[config.mk]
export PLATFORM = sky130hd
export DESIGN_NAME = regfile_access_arbiter
export DESIGN_NICKNAME = d
export VERILOG_FILES = /design/src/rtl/regfile_access_arbiter_pkg.sv /design/src/rtl/regfile_access_arbiter_rr_arbiter2.sv /design/src/rtl/regfile_access_arbiter.sv
export SDC_FILE = /design/constraint.sdc
export NUM_CORES = 1
export LEC_CHECK = 0
export BUFFER_PORTS_ARGS = -buffer_cell sky130_fd_sc_hd__buf_2
export CAP_MARGIN = 20
export CORE_MARGIN = 2
export CORE_UTILIZATION = 40
export CTS_CLUSTER_DIAMETER = 50
export CTS_CLUSTER_SIZE = 10
export DETAILED_ROUTE_END_ITERATION = 12
export PLACE_DENSITY_LB_ADDON = 0.12
export SLEW_MARGIN = 10
export SYNTH_ARGS = -nofsm -noshare
export SYNTH_HDL_FRONTEND = slang
export SYNTH_SLANG_ARGS = --single-unit
[constraint.sdc]
create_clock -name clk -period 1.9 [get_ports clk]
set_input_delay 0.19 -clock clk [delete_from_list [all_inputs] [get_ports clk]]
set_output_delay 0.19 -clock clk [all_outputs]
set_load 0.02 [all_outputs]
[src/rtl/regfile_access_arbiter_pkg.sv]
// +----------------------------------------------------------------------+
// | regfile_access_arbiter_pkg: shared types and defaults for the arbiter |
// | Revision: 1.0                                                         |
// +----------------------------------------------------------------------+
`timescale 1ns/1ps
`default_nettype none

package regfile_access_arbiter_pkg;

  localparam int DEF_AW   = 5;
  localparam int DEF_DW   = 32;
  localparam int REG_ZERO = 0;

  typedef enum logic [1:0] {
    ST_IDLE  = 2'd0,
    ST_ISSUE = 2'd1,
    ST_RESP  = 2'd2
  } arb_state_e;

endpackage

`default_nettype wire

[src/rtl/regfile_access_arbiter_rr_arbiter2.sv]
// +----------------------------------------------------------------------+
// | rr_arbiter2: two-way round-robin pick with a last-winner register     |
// | Revision: 1.0                                                         |
// +----------------------------------------------------------------------+
`timescale 1ns/1ps
`default_nettype none

module rr_arbiter2
  import regfile_access_arbiter_pkg::*;
(
  input  logic       clk,
  input  logic       rst_n,
  input  logic [1:0] req_i,
  input  logic       update_i,
  output logic       valid_o,
  output logic       winner_o
);

  logic last_q;
  logic last_d;

  always_comb begin
    valid_o = |req_i;
    // On a tie the requester that did not win last time goes first.
    if (req_i == 2'b11) begin
      winner_o = ~last_q;
    end else begin
      winner_o = ~req_i[0];
    end
    last_d = last_q;
    if (update_i && valid_o) begin
      last_d = winner_o;
    end
  end

  always_ff @(posedge clk or negedge rst_n) begin
    if (!rst_n) begin
      last_q <= 1'b1;
    end else begin
      last_q <= last_d;
    end
  end

endmodule

`default_nettype wire

[src/rtl/regfile_access_arbiter.sv]
// +----------------------------------------------------------------------+
// | regfile_access_arbiter: shares one register-file port set between     |
// | two requesters with a one-cycle issue and a valid/ready read reply    |
// | Revision: 1.0                                                         |
// +----------------------------------------------------------------------+
`timescale 1ns/1ps
`default_nettype none

module regfile_access_arbiter
  import regfile_access_arbiter_pkg::*;
#(
  parameter int AW           = DEF_AW,
  parameter int DW           = DEF_DW,
  parameter bit ZERO_PROTECT = 1'b1
) (
  input  logic          clk,
  input  logic          rst_n,
  input  logic          m0_req_i,
  input  logic          m0_we_i,
  input  logic [AW-1:0] m0_ra_i,
  input  logic [AW-1:0] m0_rb_i,
  input  logic [AW-1:0] m0_wa_i,
  input  logic [DW-1:0] m0_wd_i,
  output logic          m0_gnt_o,
  output logic          m0_rvalid_o,
  input  logic          m0_rrdy_i,
  output logic [DW-1:0] m0_rda_o,
  output logic [DW-1:0] m0_rdb_o,
  input  logic          m1_req_i,
  input  logic          m1_we_i,
  input  logic [AW-1:0] m1_ra_i,
  input  logic [AW-1:0] m1_rb_i,
  input  logic [AW-1:0] m1_wa_i,
  input  logic [DW-1:0] m1_wd_i,
  output logic          m1_gnt_o,
  output logic          m1_rvalid_o,
  input  logic          m1_rrdy_i,
  output logic [DW-1:0] m1_rda_o,
  output logic [DW-1:0] m1_rdb_o,
  output logic [AW-1:0] rf_ra_o,
  output logic [AW-1:0] rf_rb_o,
  output logic [AW-1:0] rf_wa_o,
  output logic [DW-1:0] rf_wd_o,
  output logic          rf_we_o,
  input  logic [DW-1:0] rf_da_i,
  input  logic [DW-1:0] rf_db_i
);

  logic [1:0]         req, we, rrdy;
  logic [1:0][AW-1:0] ra, rb, wa;
  logic [1:0][DW-1:0] wd;

  assign req  = {m1_req_i, m0_req_i};
  assign we   = {m1_we_i, m0_we_i};
  assign rrdy = {m1_rrdy_i, m0_rrdy_i};
  assign ra   = {m1_ra_i, m0_ra_i};
  assign rb   = {m1_rb_i, m0_rb_i};
  assign wa   = {m1_wa_i, m0_wa_i};
  assign wd   = {m1_wd_i, m0_wd_i};

  logic win, arb_valid, arb_update, wa_is_zero;

  arb_state_e         state_q, state_d;
  logic               sel_q, sel_d, wr_q, wr_d;
  logic [AW-1:0]      rf_ra_q, rf_ra_d, rf_rb_q, rf_rb_d, rf_wa_q, rf_wa_d;
  logic [DW-1:0]      rf_wd_q, rf_wd_d;
  logic               rf_we_q, rf_we_d;
  logic [1:0]         gnt_q, gnt_d, rvalid_q, rvalid_d;
  logic [1:0][DW-1:0] rda_q, rda_d, rdb_q, rdb_d;

  rr_arbiter2 u_rr_arbiter2 (
    .clk      (clk),
    .rst_n    (rst_n),
    .req_i    (req),
    .update_i (arb_update),
    .valid_o  (arb_valid),
    .winner_o (win)
  );

  assign arb_update = (state_q == ST_IDLE);
  assign wa_is_zero = (int'(wa[win]) == REG_ZERO);

  always_comb begin
    state_d  = state_q;
    sel_d    = sel_q;
    wr_d     = wr_q;
    rf_ra_d  = rf_ra_q;
    rf_rb_d  = rf_rb_q;
    rf_wa_d  = rf_wa_q;
    rf_wd_d  = rf_wd_q;
    rf_we_d  = 1'b0;
    gnt_d    = 2'b00;
    rvalid_d = rvalid_q;
    rda_d    = rda_q;
    rdb_d    = rdb_q;
    case (state_q)
      ST_IDLE: begin
        if (arb_valid) begin
          sel_d      = win;
          wr_d       = we[win];
          rf_ra_d    = ra[win];
          rf_rb_d    = rb[win];
          rf_wa_d    = wa[win];
          rf_wd_d    = wd[win];
          // A protected r0 write is still granted so the requester moves on.
          rf_we_d    = we[win] & ~(ZERO_PROTECT & wa_is_zero);
          gnt_d[win] = 1'b1;
          state_d    = ST_ISSUE;
        end
      end
      ST_ISSUE: begin
        if (wr_q) begin
          state_d = ST_IDLE;
        end else begin
          rda_d[sel_q]    = rf_da_i;
          rdb_d[sel_q]    = rf_db_i;
          rvalid_d[sel_q] = 1'b1;
          state_d         = ST_RESP;
        end
      end
      ST_RESP: begin
        if (rrdy[sel_q]) begin
          rvalid_d[sel_q] = 1'b0;
          state_d         = ST_IDLE;
        end
      end
      default: state_d = ST_IDLE;
    endcase
  end

  always_ff @(posedge clk or negedge rst_n) begin
    if (!rst_n) begin
      state_q  <= ST_IDLE;
      sel_q    <= 1'b0;
      wr_q     <= 1'b0;
      rf_ra_q  <= '0;
      rf_rb_q  <= '0;
      rf_wa_q  <= '0;
      rf_wd_q  <= '0;
      rf_we_q  <= 1'b0;
      gnt_q    <= 2'b00;
      rvalid_q <= 2'b00;
      rda_q    <= '0;
      rdb_q    <= '0;
    end else begin
      state_q  <= state_d;
      sel_q    <= sel_d;
      wr_q     <= wr_d;
      rf_ra_q  <= rf_ra_d;
      rf_rb_q  <= rf_rb_d;
      rf_wa_q  <= rf_wa_d;
      rf_wd_q  <= rf_wd_d;
      rf_we_q  <= rf_we_d;
      gnt_q    <= gnt_d;
      rvalid_q <= rvalid_d;
      rda_q    <= rda_d;
      rdb_q    <= rdb_d;
    end
  end

  assign rf_ra_o     = rf_ra_q;
  assign rf_rb_o     = rf_rb_q;
  assign rf_wa_o     = rf_wa_q;
  assign rf_wd_o     = rf_wd_q;
  assign rf_we_o     = rf_we_q;
  assign m0_gnt_o    = gnt_q[0];
  assign m1_gnt_o    = gnt_q[1];
  assign m0_rvalid_o = rvalid_q[0];
  assign m1_rvalid_o = rvalid_q[1];
  assign m0_rda_o    = rda_q[0];
  assign m0_rdb_o    = rdb_q[0];
  assign m1_rda_o    = rda_q[1];
  assign m1_rdb_o    = rdb_q[1];

endmodule

`default_nettype wire

* After elaboration in Yosys (flattened, before gate mapping)
Index checks and enable logic that the tools add are counted.
** Word-level totals
- Flip-flop bits (word level) :: 185
- Bits in latches :: 0
- Memory bits (writable) :: 0
- Bits in read-only memories :: 0
- Memories kept :: 0
** Operators by class
- $add $sub $neg :: 0
- Multiply operators :: 0
- Divide/modulo/power cells :: 0
- Magnitude comparators :: 4
- Eq/ne operators :: 6
- Shift operators :: 0
- Mux-type cells :: 32
- Bitwise operators :: 8
- Reductions and logical operators :: 11
** Operator list (number)
- $bwmux 64 :: 2
- $mux 32 :: 3
- $demux 32 s1 :: 1
- $mux 5 :: 6
- $mux 2 :: 7
- $mux 1 :: 9
- $ne 2x2->1 const B :: 3
- $pmux 2 s3 :: 1
- $reduce_and 2->1 :: 3
- $logic_not 5->1 :: 1
- $eq 2x2->1 const B :: 2
- $lt 1x2->1 const B :: 2
- $not 1->1 :: 4
- $pmux 2 s2 :: 1
- $logic_and 1x1->1 :: 3
- $reduce_and 3->1 :: 1
- $and 2x2->2 :: 1
- $demux 1 s1 :: 2
- $eq 2x1->1 const B :: 1
- $ge 1x1->1 const B :: 2
- $logic_not 2->1 :: 1
- $not 2->2 :: 1
- $or 2x2->2 :: 1
- $reduce_bool 2->1 :: 1
- other kinds (2) :: 2

* Depth between registers and ports, before layout
Gate-level depths: netlist of run 1.
- Word-level depth :: 9
- Depth in mapped cells :: 6

* Modules after synthesis
A second synthesis of run 1 with hierarchy kept.
** Second synthesis, totals
- Cell total of the unflattened synthesis :: 521
- Area, all modules :: 7626.1 sq um
** Modules (own cells, without submodules)
- regfile_access_arbiter :: times used 1, cells each 515, area each 7573.5 sq um, sequential area each 4604.4 sq um
- rr_arbiter2 :: times used 1, cells each 6, area each 52.6 sq um, sequential area each 26.3 sq um

* Worst setup path before layout of run 1
OpenSTA, ideal clock, no wires.
- Path type :: reg-to-reg
- From :: register state_q[1]
- To :: register rda_q (netlist bit m1_rda_o[0])
- Data arrival time :: 1.427 ns
- Required time :: 1.775 ns
- Setup slack :: 0.348 ns
- Stages on the path, launching flop included :: 6
- Buffers on the path :: 1
- Period minus slack after synthesis :: 1.552 ns
- Cells stage by stage :: dfrtp_1 nor2_2 nand2_4 nor2_8 buf_12 mux2_4
** Between the ends
- Cells in the longest elaborated chain, start to end :: 2
** Ends and longest elaborated chain
- from (decl) :: line regfile_access_arbiter.sv:63 : arb_state_e state_q, state_d;
- from (signal assigned) :: line regfile_access_arbiter.sv:146 : state_q <= state_d;
- $eq 2x1->1 :: line regfile_access_arbiter.sv:96 : case (state_q)
- $reduce_and 2->1 (no line)
- to (signal assigned) :: line regfile_access_arbiter.sv:156 : rda_q <= rda_d;
- to (decl) :: line regfile_access_arbiter.sv:69 : logic [1:0][DW-1:0] rda_q, rda_d, rdb_q, rdb_d;
No other way between the ends.
A chain may end at the register's enable or synchronous reset.

* Final worst setup path of run 1
- From :: register state_q[1]
- To :: register rdb_q (netlist bit m1_rdb_o[31])
** Between the ends
- Cells in the longest elaborated chain, start to end :: 2
** Ends and longest elaborated chain
- $eq 2x1->1 :: line regfile_access_arbiter.sv:96
- $reduce_and 2->1 (no line)
- to (signal assigned) :: line regfile_access_arbiter.sv:157 : rdb_q <= rdb_d;
- to (decl) :: line regfile_access_arbiter.sv:69
No other way between the ends.

==> metrics.yaml, run 1 <==
status: "completed"
yosysTopAreaCell: "dfrtp_1"
vias: 6215
hpwlAfterDp_um: 14020
coreArea_mm2: 0.01871
netlist_area_mm2: 0.007636
post-route-period-util_pct: 87.81
fin_tns_setup_ps: 0
startpoint_type: "flip-flop"
nFillCells: 1477
hold_path.class: "in2reg"
synth_top_area_share_pct: 60.30
hold_viol: 0
fin_nets: 1228
avgSynthCellArea_um2: 13.35
slowest_delay_ps: 450
use_met2_pct: 36.64
dieArea_mm2: 0.02021
initial_core_util_pct: 40.82
firstDrtPassIters: 4
register_area_mm2: 0.004631
synthTopCellsByArea: "dfrtp_1, mux2_4, mux2_2"
multiInputGateArea_mm2: 0.002713
critPathBufInv: 1
use_met1_pct: 25.64
cts_made_buffers: 17
vias_per_cell: 4.748
synth_ff_type: "dfrtp_1"
root_buffer: "clkbuf_16"
slew_headroom_pct: 59.35
end_kind: "flip-flop"
yosysWarningCount: 0
tightest_slew_ps: 609.7
drtAntennaViolNets: 0
peakVddDrop_v: 0.0008214
crit_chain: "nor2_2 -> nand2_4 -> nor2_8 -> buf_12 -> mux2_2"
drive_above_1_share_pct: 48.47
grt_max_degree: 111
numPortBuffers: 345
antenna_cells: 0
grt_first_pass_wirelength_um: 33880
worstPathRequired_ps: 2210
pin_count: 346
yosys.cell_types.count: 27
cpLargestDelayFamily: "flip-flops"
p_per_area_mw_per_mm2: 1709
critPathArrivalTime_ps: 1980
r2r-start: "state_q[1]$_DFFE_PN0P_"
worst_slack_ps: 231.5
finalClockSkew_ps: 14.40
fmax_ghz: 0.5994
layoutNonFillerInstCount: 1309
post-place-ws_ps: 245.2
syn_nets: 738
worstSkewPairLatency_ps: 430
final_util_pct: 62.41
cts_tree: "done"
avgRoutedWirePerCell_um: 16.31
grt_util_all_layers_pct: 21.48
critPathKind: "reg2reg"
p_leak_nw: 5.709
crit_start: "state_q[1]$_DFFE_PN0P_"
drc: 0
dpl.cell_count: 1130
power.total_mw: 19.95
rsz0062_at_grt: "no"
grt_pass1_vias: 6535
busiest_layer: "met2"
die_h_um: 142.2
rows: 50
syn_to_final_growth_pct: 52.88
clock-sinks: 185
antenna_found_initial: 0
hold_start: "rf_da_i[28]"
drt-initial-drc-count: 243
synth-seq-cells: 185
wl_um: 21350
gp_congestion: 0.8158
clk_pin_slew_ps: 70
overflow: 0
cp_slowest_cell: "dfrtp_1"
grt_util_met3_pct: 6.629
syn_inst: 572
synth-edff-count: 0
yosysSeqAreaShare_pct: 60.64
worst-path-max-fanout: 32
synthArstFlopShare_pct: 100.0
finalSetupViolCount: 0
cts_buffer_depth: 2
maxCapViolations: 0
die_x_um: 142.2
cts.htree.levels: 4
period_minus_slack_ps: 1668
finalMaxSlewViolations: 0
synthesized netlist by cell type (3+ instances only):
master and instances:
a21oi_1 5, a31oi_1 49, buf_12 6, buf_2 13, buf_6 6, clkbuf_1 8
dfrtp_1 184, mux2_1 6, mux2_2 62, mux2_4 60, nand2_1 100, nor2_1 51
o21ai_0 3
area by class of cell:
type                    instances  share of cell area [%]
clock buffers                  18                   3.762
well taps                     234                   2.508
repair buffers                504                   29.10
clock inverters                14                   1.608
inverters                       3                  0.1179
multi-input cells             351                   23.24
flip-flops and latches        185                   39.67
worst paths after layout:
kind	to	cells past startpoint	slack, ps
worst max-delay path	m1_rdb_o[31]$_DFFE_PN0P_	5	230
worst min-delay path	m1_rda_o[28]$_DFFE_PN0P_	2	20
worst min register to register	m0_rdb_o[16]$_DFFE_PN0P_	1	480
worst max register to register	m1_rdb_o[31]$_DFFE_PN0P_	5	230
max in group asynchronous	m0_rda_o[30]$_DFFE_PN0P_	3	1030
min in group asynchronous	m1_rdb_o[17]$_DFFE_PN0P_	3	350
through the flow:
stage,instance area (um^2),hold WS (ps)
6_report,11670,18.22
5_1_grt,11670,2.103
4_1_cts,11670,0.7281
3_5_place_dp,9575,264.9
3_3_place_gp,9575,268.9
2_1_floorplan,7636,-105.6
repair_timing:
action | 4_1_cts | 5_1_grt
hold endpoints to repair | 341 | 0
resized for setup | 0 | 0
setup buffers | 0 | 0
endpoints found under the setup margin | 0 | 0
hold buffers | 147 | 0
layout by cell type, fill, tap and decap left out:
| cell type | Yosys | layout |
|---|---|---|
| buf_4 | 0 | 4 |
| or4_1 | 2 | 2 |
| nand3_1 | 2 | 2 |
| a21oi_1 | 5 | 5 |
| dfrtp_1 | 184 | 184 |
| dfstp_2 | 1 | 1 |
| inv_4 | 1 | 1 |
| buf_12 | 6 | 8 |
| nor2_1 | 51 | 51 |
| bufinv_16 | 0 | 3 |
| nand2b_1 | 1 | 1 |
| clkinvlp_4 | 0 | 1 |
| o21ai_2 | 1 | 1 |
| clkinv_2 | 0 | 2 |
| nand2_2 | 0 | 1 |
| dlygate4sd3_1 | 0 | 147 |
| mux2_1 | 6 | 6 |
| o21ai_0 | 3 | 3 |
| and2_2 | 0 | 1 |
| o211ai_1 | 2 | 2 |
| nand2_1 | 100 | 99 |
| nand2_4 | 1 | 1 |
| a31oi_1 | 49 | 49 |
| buf_2 | 13 | 344 |
| mux2_4 | 60 | 60 |
| inv_6 | 0 | 5 |
| nor2_2 | 1 | 1 |
| nor2_8 | 2 | 2 |
| clkbuf_16 | 0 | 17 |
| inv_8 | 0 | 1 |
| clkinv_8 | 0 | 1 |
| clkbuf_8 | 0 | 2 |
| nor3_1 | 2 | 2 |
| inv_2 | 1 | 1 |
| clkinv_4 | 0 | 1 |
| inv_1 | 1 | 1 |
| mux2_2 | 62 | 62 |
where the power goes:
part	switching, mW	total, mW	internal [mW]	leakage [nW]
logic	5.19	9.17	3.99	3.22
registers	1.08	7.02	5.94	2.18
clock network	1.61	3.75	2.15	0.307
total	7.88	20.0	12.1	5.71
sequential cells by signal (all words and copies together) (netlist names), named ones only:
name,count
sel_q,1
wr_q,1
gnt_q,2
state_q,2
rf_wd_o,32
m0_rdb_o,32
rf_ra_o,5
rf_rb_o,5
rf_we_o,1
m1_rda_o,32
rf_wa_o,5
m0_rda_o,32
u_rr_arbiter2.last_q,1
m1_rdb_o,32
cells by family (layout without fill, tap and decap cells):
family,Yosys count,after routing,synth area share [%]
multiplexers,128,128,21.83
AO/OA/AOI/OAI,60,60,4.850
buffers and inverters,36,539,3.883
AND/OR/NAND/NOR,163,163,8.799
flip-flops,185,185,60.64
metal layers:
layer / up-vias / wire [um]
met4: 0 / 494
met1: 2989 / 8554
met5: - / 0
li1: 2948 / -
met3: 30 / 1595
met2: 248 / 10710
No activity file was read; power rests on OpenSTA's default activity.
==> run 2, diff against run 1 <==
Settings changed: CELL_PAD_IN_SITES_DETAIL_PLACEMENT set to 1, CELL_PAD_IN_SITES_GLOBAL_PLACEMENT set to 1, CORE_UTILIZATION 40 to 36.
==> run 2 against run 1 <==
- worst hold slack lost 1.3 ps
- critical path depth increased by 2
- worst setup slack lost 16 ps
- utilization shrank 7.6 points
- sequential share of layout area up 0.77 points
- non-clock buffer count down 26
- sequential power up 1%
- die area increased by 11%
- critical path type unchanged
- first-iteration DRC count decreased by 32%
- via count increased by 2.7%
==> metrics.yaml, run 2 (synthesis results as in run 1) <==
status: "completed"  # unchanged
cts_buffer_depth: 2  # unchanged
maxCapViolations: 0  # unchanged
critPathArrivalTime_ps: 2020  # was 1980 ps
r2r-start: "state_q[1]$_DFFE_PN0P_"  # unchanged
finalSetupViolCount: 0  # unchanged
clock-sinks: 185  # unchanged
vias: 6381  # was 6215
end_kind: "flip-flop"  # unchanged
drt-initial-drc-count: 165  # was 243
p_leak_nw: 5.591  # was 5.709 nW
cts_hold_buf: 119  # was 147
die_x_um: 149.6  # was 142.2 um
drc: 0  # unchanged
critPathKind: "reg2reg"  # unchanged
cp_slowest_cell: "dfrtp_1"  # unchanged
pwr-share-comb_pct: 46.6  # was 46.0%
die_h_um: 149.6  # was 142.2 um
finalMaxSlewViolations: 0  # unchanged
overflow: 0  # unchanged
placedInstanceArea_mm2: 0.009649  # was 0.009575 mm^2
antenna_found_initial: 2  # was 0
crit_start: "state_q[1]$_DFFE_PN0P_"  # unchanged
drtAntennaViolNets: 0  # unchanged
post-route-period-util_pct: 88.66  # was 87.81%
hold_viol: 0  # unchanged
grt_pass1_vias: 7002  # was 6535
final_common_cell: "buf_2"  # unchanged
vias_per_cell: 4.812  # was 4.748
root_buffer: "clkbuf_16"  # unchanged
finalClockSkew_ps: 19.26  # was 14.40 ps
hold_path.class: "in2reg"  # unchanged
pwr-share-clk_pct: 18.0  # was 18.8%
firstDrtPassIters: 4  # unchanged
worstPathRequired_ps: 2230  # was 2210 ps
slowest_delay_ps: 390  # was 450 ps
swShare_pct: 40.77  # was 39.48%
fmax_ghz: 0.5937  # was 0.5994 GHz
worstReg2RegEnd: "rf_wd_o[4]$_DFFE_PN0P_"  # was m1_rdb_o[31]$_DFFE_PN0P_
worst-r2r-cell-count: 7  # was 5
switching_power_mw: 8.180  # was 7.877 mW
layoutNonFillerInstCount: 1326  # was 1309
dpl.cell_count: 1173  # was 1130
cts_made_buffers: 17  # unchanged
startpoint_type: "flip-flop"  # unchanged
cts_setup_buffers: 0  # unchanged
syn_to_final_growth_pct: 49.96  # was 52.88%
worst-path-max-fanout: 57  # was 32
nFillCells: 2237  # was 1477
fin_tns_setup_ps: 0  # unchanged
cts_resized: 0  # unchanged
final_cell_mix: "buf_2, dfrtp_1, dlygate4sd3_1, nand2_1, mux2_2"  # unchanged
rows: 53  # was 50
slew_headroom_pct: 63.55  # was 59.35%
crit_chain: "buf_4 -> nor2_1 -> o21ai_2 -> inv_2 -> buf_12 -> nor2_1 -> a31oi_1"  # was nor2_2 -> nand2_4 -> nor2_8 -> buf_12 -> mux2_2
peakVddDrop_v: 0.0006153  # was 0.0008214 V
stdcell_area_mm2: 0.01145  # was 0.01167 mm^2
p_seq_share_pct: 35.3  # was 35.2%
p_per_area_mw_per_mm2: 1752  # was 1709 mW/mm^2
dieArea_mm2: 0.02239  # was 0.02021 mm^2
tightest_slew_ps: 546.8  # was 609.7 ps
cpMostUsedCell: "nor2_1"
pin_count: 346  # unchanged
initial_core_util_pct: 36.56  # was 40.82%
rsz0062_at_grt: "no"  # unchanged
drive_above_1_share_pct: 49.76  # was 48.47%
numPortBuffers: 345  # unchanged
wl_um: 24730  # was 21350 um
coreArea_mm2: 0.02089  # was 0.01871 mm^2
hpwlAfterDp_um: 16730  # was 14020 um
final_util_pct: 54.82  # was 62.41%
grt_util_all_layers_pct: 22.44  # was 21.48%
endpoint: "rf_wd_o[4]$_DFFE_PN0P_"  # was m1_rdb_o[31]$_DFFE_PN0P_
cts_tree: "done"  # unchanged
fin_nets: 1202  # was 1228
p_int_mw: 11.88  # was 12.07 mW
cts.htree.levels: 4  # unchanged
r2r_setup_slack_ps: 220  # was 230 ps
period_minus_slack_ps: 1684  # was 1668 ps
clk_pin_slew_ps: 80  # was 70 ps
grt_first_pass_wirelength_um: 38760  # was 33880 um
avgRoutedWirePerCell_um: 18.65  # was 16.31 um
gp_congestion: 0.8091  # was 0.8158
worstSkewPairLatency_ps: 430  # about the same
grt_max_degree: 63  # was 111
run 2: critical path, delay by kind of cell, from the launching register on:
kind | cells | cell delay [ps]
simple gates | 2 | 290
compound gates | 2 | 370
flops | 1 | 390
buf+inv | 3 | 520
run 2: worst min path at each step:
| stage | start | to | slack (ps) | cells past startpoint |
|---|---|---|---|---|
| 2_1_floorplan | rst_n | asynchronous set/reset pin | -110 | 0 |
| 3_3_place_gp | rst_n | m0_rdb_o[13]$_DFFE_PN0P_ | 170 | 1 |
| 3_5_place_dp | rst_n | m0_rdb_o[13]$_DFFE_PN0P_ | 180 | 1 |
| 4_1_cts | m1_wd_i[26] | rf_wd_o[26]$_DFFE_PN0P_ | 0.6 | 3 |
| 5_1_grt | m1_wa_i[3] | rf_wa_o[3]$_DFFE_PN0P_ | 3 | 3 |
| 6_report | m0_wd_i[14] | rf_wd_o[14]$_DFFE_PN0P_ | 20 | 3 |
run 2: layer usage:
layer	part of all wire, %	track usage (%)	up-vias	wire length, um
li1	-	-	2906	-
met1	39	25.93	3173	9581
met2	51	39.17	250	12670
met3	6.3	5.854	52	1569
met4	3.7	9.857	0	913
met5	0	0	-	0
run 2: power by group through the flow:
stage / Sequential (mW) / Combinational, mW / Clock [mW]
after floorplan: 9.40 / 3.61 / 0
after global placement: 7.01 / 9.00 / 0
after detailed placement: 7.11 / 9.22 / 0
after CTS: 7.07 / 9.43 / 3.73
after global routing: 7.36 / 10.0 / 3.92
final: 7.09 / 9.36 / 3.62
run 2: layout make-up:
cell class	instances	area, um^2	share of cell area [%]
timing repair buffer	478	3142	27.44
clock buffer	19	452.9	3.955
sequential	185	4631	40.44
antenna	2	5.005	0.04371
multi-input combinational	351	2710	23.67
clock inverter	13	152.6	1.333
tap	275	344.1	3.005
inverter	3	13.76	0.1202
run 2: stage by stage:
stage                     setup slack (ps)  hold WS [ps]  power, mW
after detailed placement             267.6         181.9      16.33
after global routing                 83.08         3.025      21.29
after floorplan                      348.1        -105.6      13.02
final                                215.5         16.94      20.06
after global placement               325.2         167.3      16.01
after CTS                            263.7        0.5516      20.22
==> run 3, diff against run 2 <==
Settings changed: CELL_PAD_IN_SITES_DETAIL_PLACEMENT 1 to unset, CELL_PAD_IN_SITES_GLOBAL_PLACEMENT 1 to unset, CORE_UTILIZATION 36 to 40, PLACE_DENSITY set to 0.71, PLACE_DENSITY_LB_ADDON 0.12 to unset.
==> run 3 against run 2 <==
- count of clock-buffer cells in the layout is 1 lower
- clock skew is 3.0 ps lower
- via count is 2.0% lower
- sequential power hardly changed
- final area is 1.8% lower
- flip-flop and latch count stayed put
- die area is 9.7% lower
- register-to-register slack better by 30 ps
- worst setup slack better by 32 ps
- global-route usage is 0.94 points lower
==> metrics.yaml, run 3 (synthesis results as in run 1) <==
coreArea_mm2: 0.01871  # was 0.02089 mm^2
clock-sinks: 185  # unchanged
grt_max_degree: 78  # was 63
fin_tns_setup_ps: 0  # unchanged
final_common_cell: "buf_2"  # unchanged
drc: 0  # unchanged
grt_util_all_layers_pct: 21.50  # was 22.44%
drt-initial-drc-count: 187  # was 165
fin_nets: 1188  # was 1202
cts_buffer_depth: 2  # unchanged
p_seq_share_pct: 35.8  # was 35.3%
numPortBuffers: 345  # unchanged
fmax_ghz: 0.6050  # was 0.5937 GHz
p_leak_nw: 5.530  # was 5.591 nW
cts.htree.levels: 4  # unchanged
pwr-share-clk_pct: 17.6  # was 18.0%
final_cell_mix: "buf_2, dfrtp_1, dlygate4sd3_1, nand2_1, mux2_2"  # unchanged
grt_first_pass_wirelength_um: 34130  # was 38760 um
status: "completed"  # unchanged
die_x_um: 142.2  # was 149.6 um
pwr-share-comb_pct: 46.7  # was 46.6%
cts_tree: "done"  # unchanged
crit_start: "state_q[1]$_DFFE_PN0P_"  # unchanged
hpwlAfterDp_um: 14500  # was 16730 um
r2r-start: "state_q[1]$_DFFE_PN0P_"  # unchanged
cts_resized: 0  # unchanged
p_int_mw: 11.68  # was 11.88 mW
worst-path-max-fanout: 77  # was 57
drive_above_1_share_pct: 50.53  # was 49.76%
grt_pass1_vias: 6438  # was 7002
swShare_pct: 40.81  # was 40.77%
firstDrtPassIters: 5  # was 4
hold_viol: 0  # unchanged
antenna_cells: 0  # was 2
cts_made_buffers: 17  # unchanged
antenna_found_initial: 0  # was 2
vias_per_cell: 4.930  # was 4.812
worstReg2RegEnd: "rf_wd_o[0]$_DFFE_PN0P_"  # was rf_wd_o[4]$_DFFE_PN0P_
rsz0062_at_grt: "no"  # unchanged
post-route-period-util_pct: 86.99  # was 88.66%
hold_path.class: "in2reg"  # unchanged
maxCapViolations: 0  # unchanged
p_per_area_mw_per_mm2: 1754  # was 1752 mW/mm^2
clk_pin_slew_ps: 70  # was 80 ps
tightest_slew_ps: 567.9  # was 546.8 ps
root_buffer: "clkbuf_16"  # unchanged
drtAntennaViolNets: 0  # unchanged
initial_core_util_pct: 40.82  # was 36.56%
critPathArrivalTime_ps: 1980  # was 2020 ps
stdcell_area_mm2: 0.01125  # was 0.01145 mm^2
r2r_setup_slack_ps: 250  # was 220 ps
endpoint: "rf_wd_o[0]$_DFFE_PN0P_"  # was rf_wd_o[4]$_DFFE_PN0P_
finalSetupViolCount: 0  # unchanged
rows: 50  # was 53
critPathKind: "reg2reg"  # unchanged
switching_power_mw: 8.050  # was 8.180 mW
worst-r2r-cell-count: 7  # unchanged
vias: 6256  # was 6381
wl_um: 21960  # was 24730 um
worstSkewPairLatency_ps: 430  # about the same
syn_to_final_growth_pct: 47.30  # was 49.96%
pin_count: 346  # unchanged
peakVddDrop_v: 0.0007203  # was 0.0006153 V
finalMaxSlewViolations: 0  # unchanged
placedInstanceArea_mm2: 0.009644  # was 0.009649 mm^2
avgRoutedWirePerCell_um: 17.30  # was 18.65 um
gp_congestion: 0.8080  # was 0.8091
overflow: 0  # unchanged
dieArea_mm2: 0.02021  # was 0.02239 mm^2
end_kind: "flip-flop"  # unchanged
period_minus_slack_ps: 1653  # was 1684 ps
nFillCells: 1467  # was 2237
slew_headroom_pct: 62.14  # was 63.55%
startpoint_type: "flip-flop"  # unchanged
power.total_mw: 19.73  # was 20.06 mW
finalClockSkew_ps: 16.24  # was 19.26 ps
die_h_um: 142.2  # was 149.6 um
worstPathRequired_ps: 2230  # about the same
cts_setup_buffers: 0  # unchanged
holdWs_ps: 18.00  # was 16.94 ps
==> run 3: worst min-delay path by stage <==
stage	from	endpoint	slack [ps]	cells past startpoint
6_report	m0_rb_i[1]	rf_rb_o[1]$_DFFE_PN0P_	20	3
4_1_cts	rf_da_i[16]	m0_rda_o[16]$_DFFE_PN0P_	0.01	2
5_1_grt	rf_db_i[6]	m1_rdb_o[6]$_DFFE_PN0P_	6	2
3_3_place_gp	rst_n	rf_wd_o[27]$_DFFE_PN0P_	210	1
3_5_place_dp	rst_n	rf_wd_o[27]$_DFFE_PN0P_	210	1
2_1_floorplan	rst_n	asynchronous set/reset pin	-110	0
==> run 3: metal layers <==
layer,vias to the layer above,wire (um),GRT usage [%]
li1,2877,-,-
met1,3040,8692,26.13
met2,309,11030,37.33
met3,30,1790,5.686
met4,0,446,6.895
met5,-,0,0
==> run 3: power groups by stage <==
stage                     clock network, mW  registers (mW)  logic, mW
final                                  3.46            7.06       9.20
after CTS                              3.56            7.05       9.22
after floorplan                           0            9.40       3.61
after detailed placement                  0            7.09       9.03
after global placement                    0            7.04       8.86
after global routing                   3.71            7.30       9.79
==> run 3: repair_timing <==
item                                    in CTS  in global routing
hold buffers                               102                  0
hold endpoints to repair                   149                  0
endpoints found under the setup margin       0                  0
==> run 3: cell type report <==
class / count / area [um^2] / share of cell area (%)
clock buffer: 18 / 429.2 / 3.815
clock inverter: 14 / 153.9 / 1.368
inverter: 3 / 13.76 / 0.1224
multi-input combinational: 351 / 2709 / 24.08
sequential: 185 / 4631 / 41.17
tap: 234 / 292.8 / 2.603
timing repair buffer: 464 / 3019 / 26.84
==> run 3: worst max-delay path, stage by stage (launching register included) <==
cell	delay, ps
dfrtp_1	390
buf_4	160
nor2_1	180
o21ai_2	130
inv_2	90
buf_12	280
nor2_1	100
a31oi_1	210
==> run 3: metrics by stage <==
stage / instances / utilization, % / setup slack (ps)
after detailed placement: 1135 / 51.56 / 278.8
final: 1269 / 60.13 / 247.1
after floorplan: 572 / - / 348.1
after global routing: 1269 / 60.13 / 156.6
after global placement: 1135 / 51.56 / 318.6
after CTS: 1269 / 60.13 / 249.2
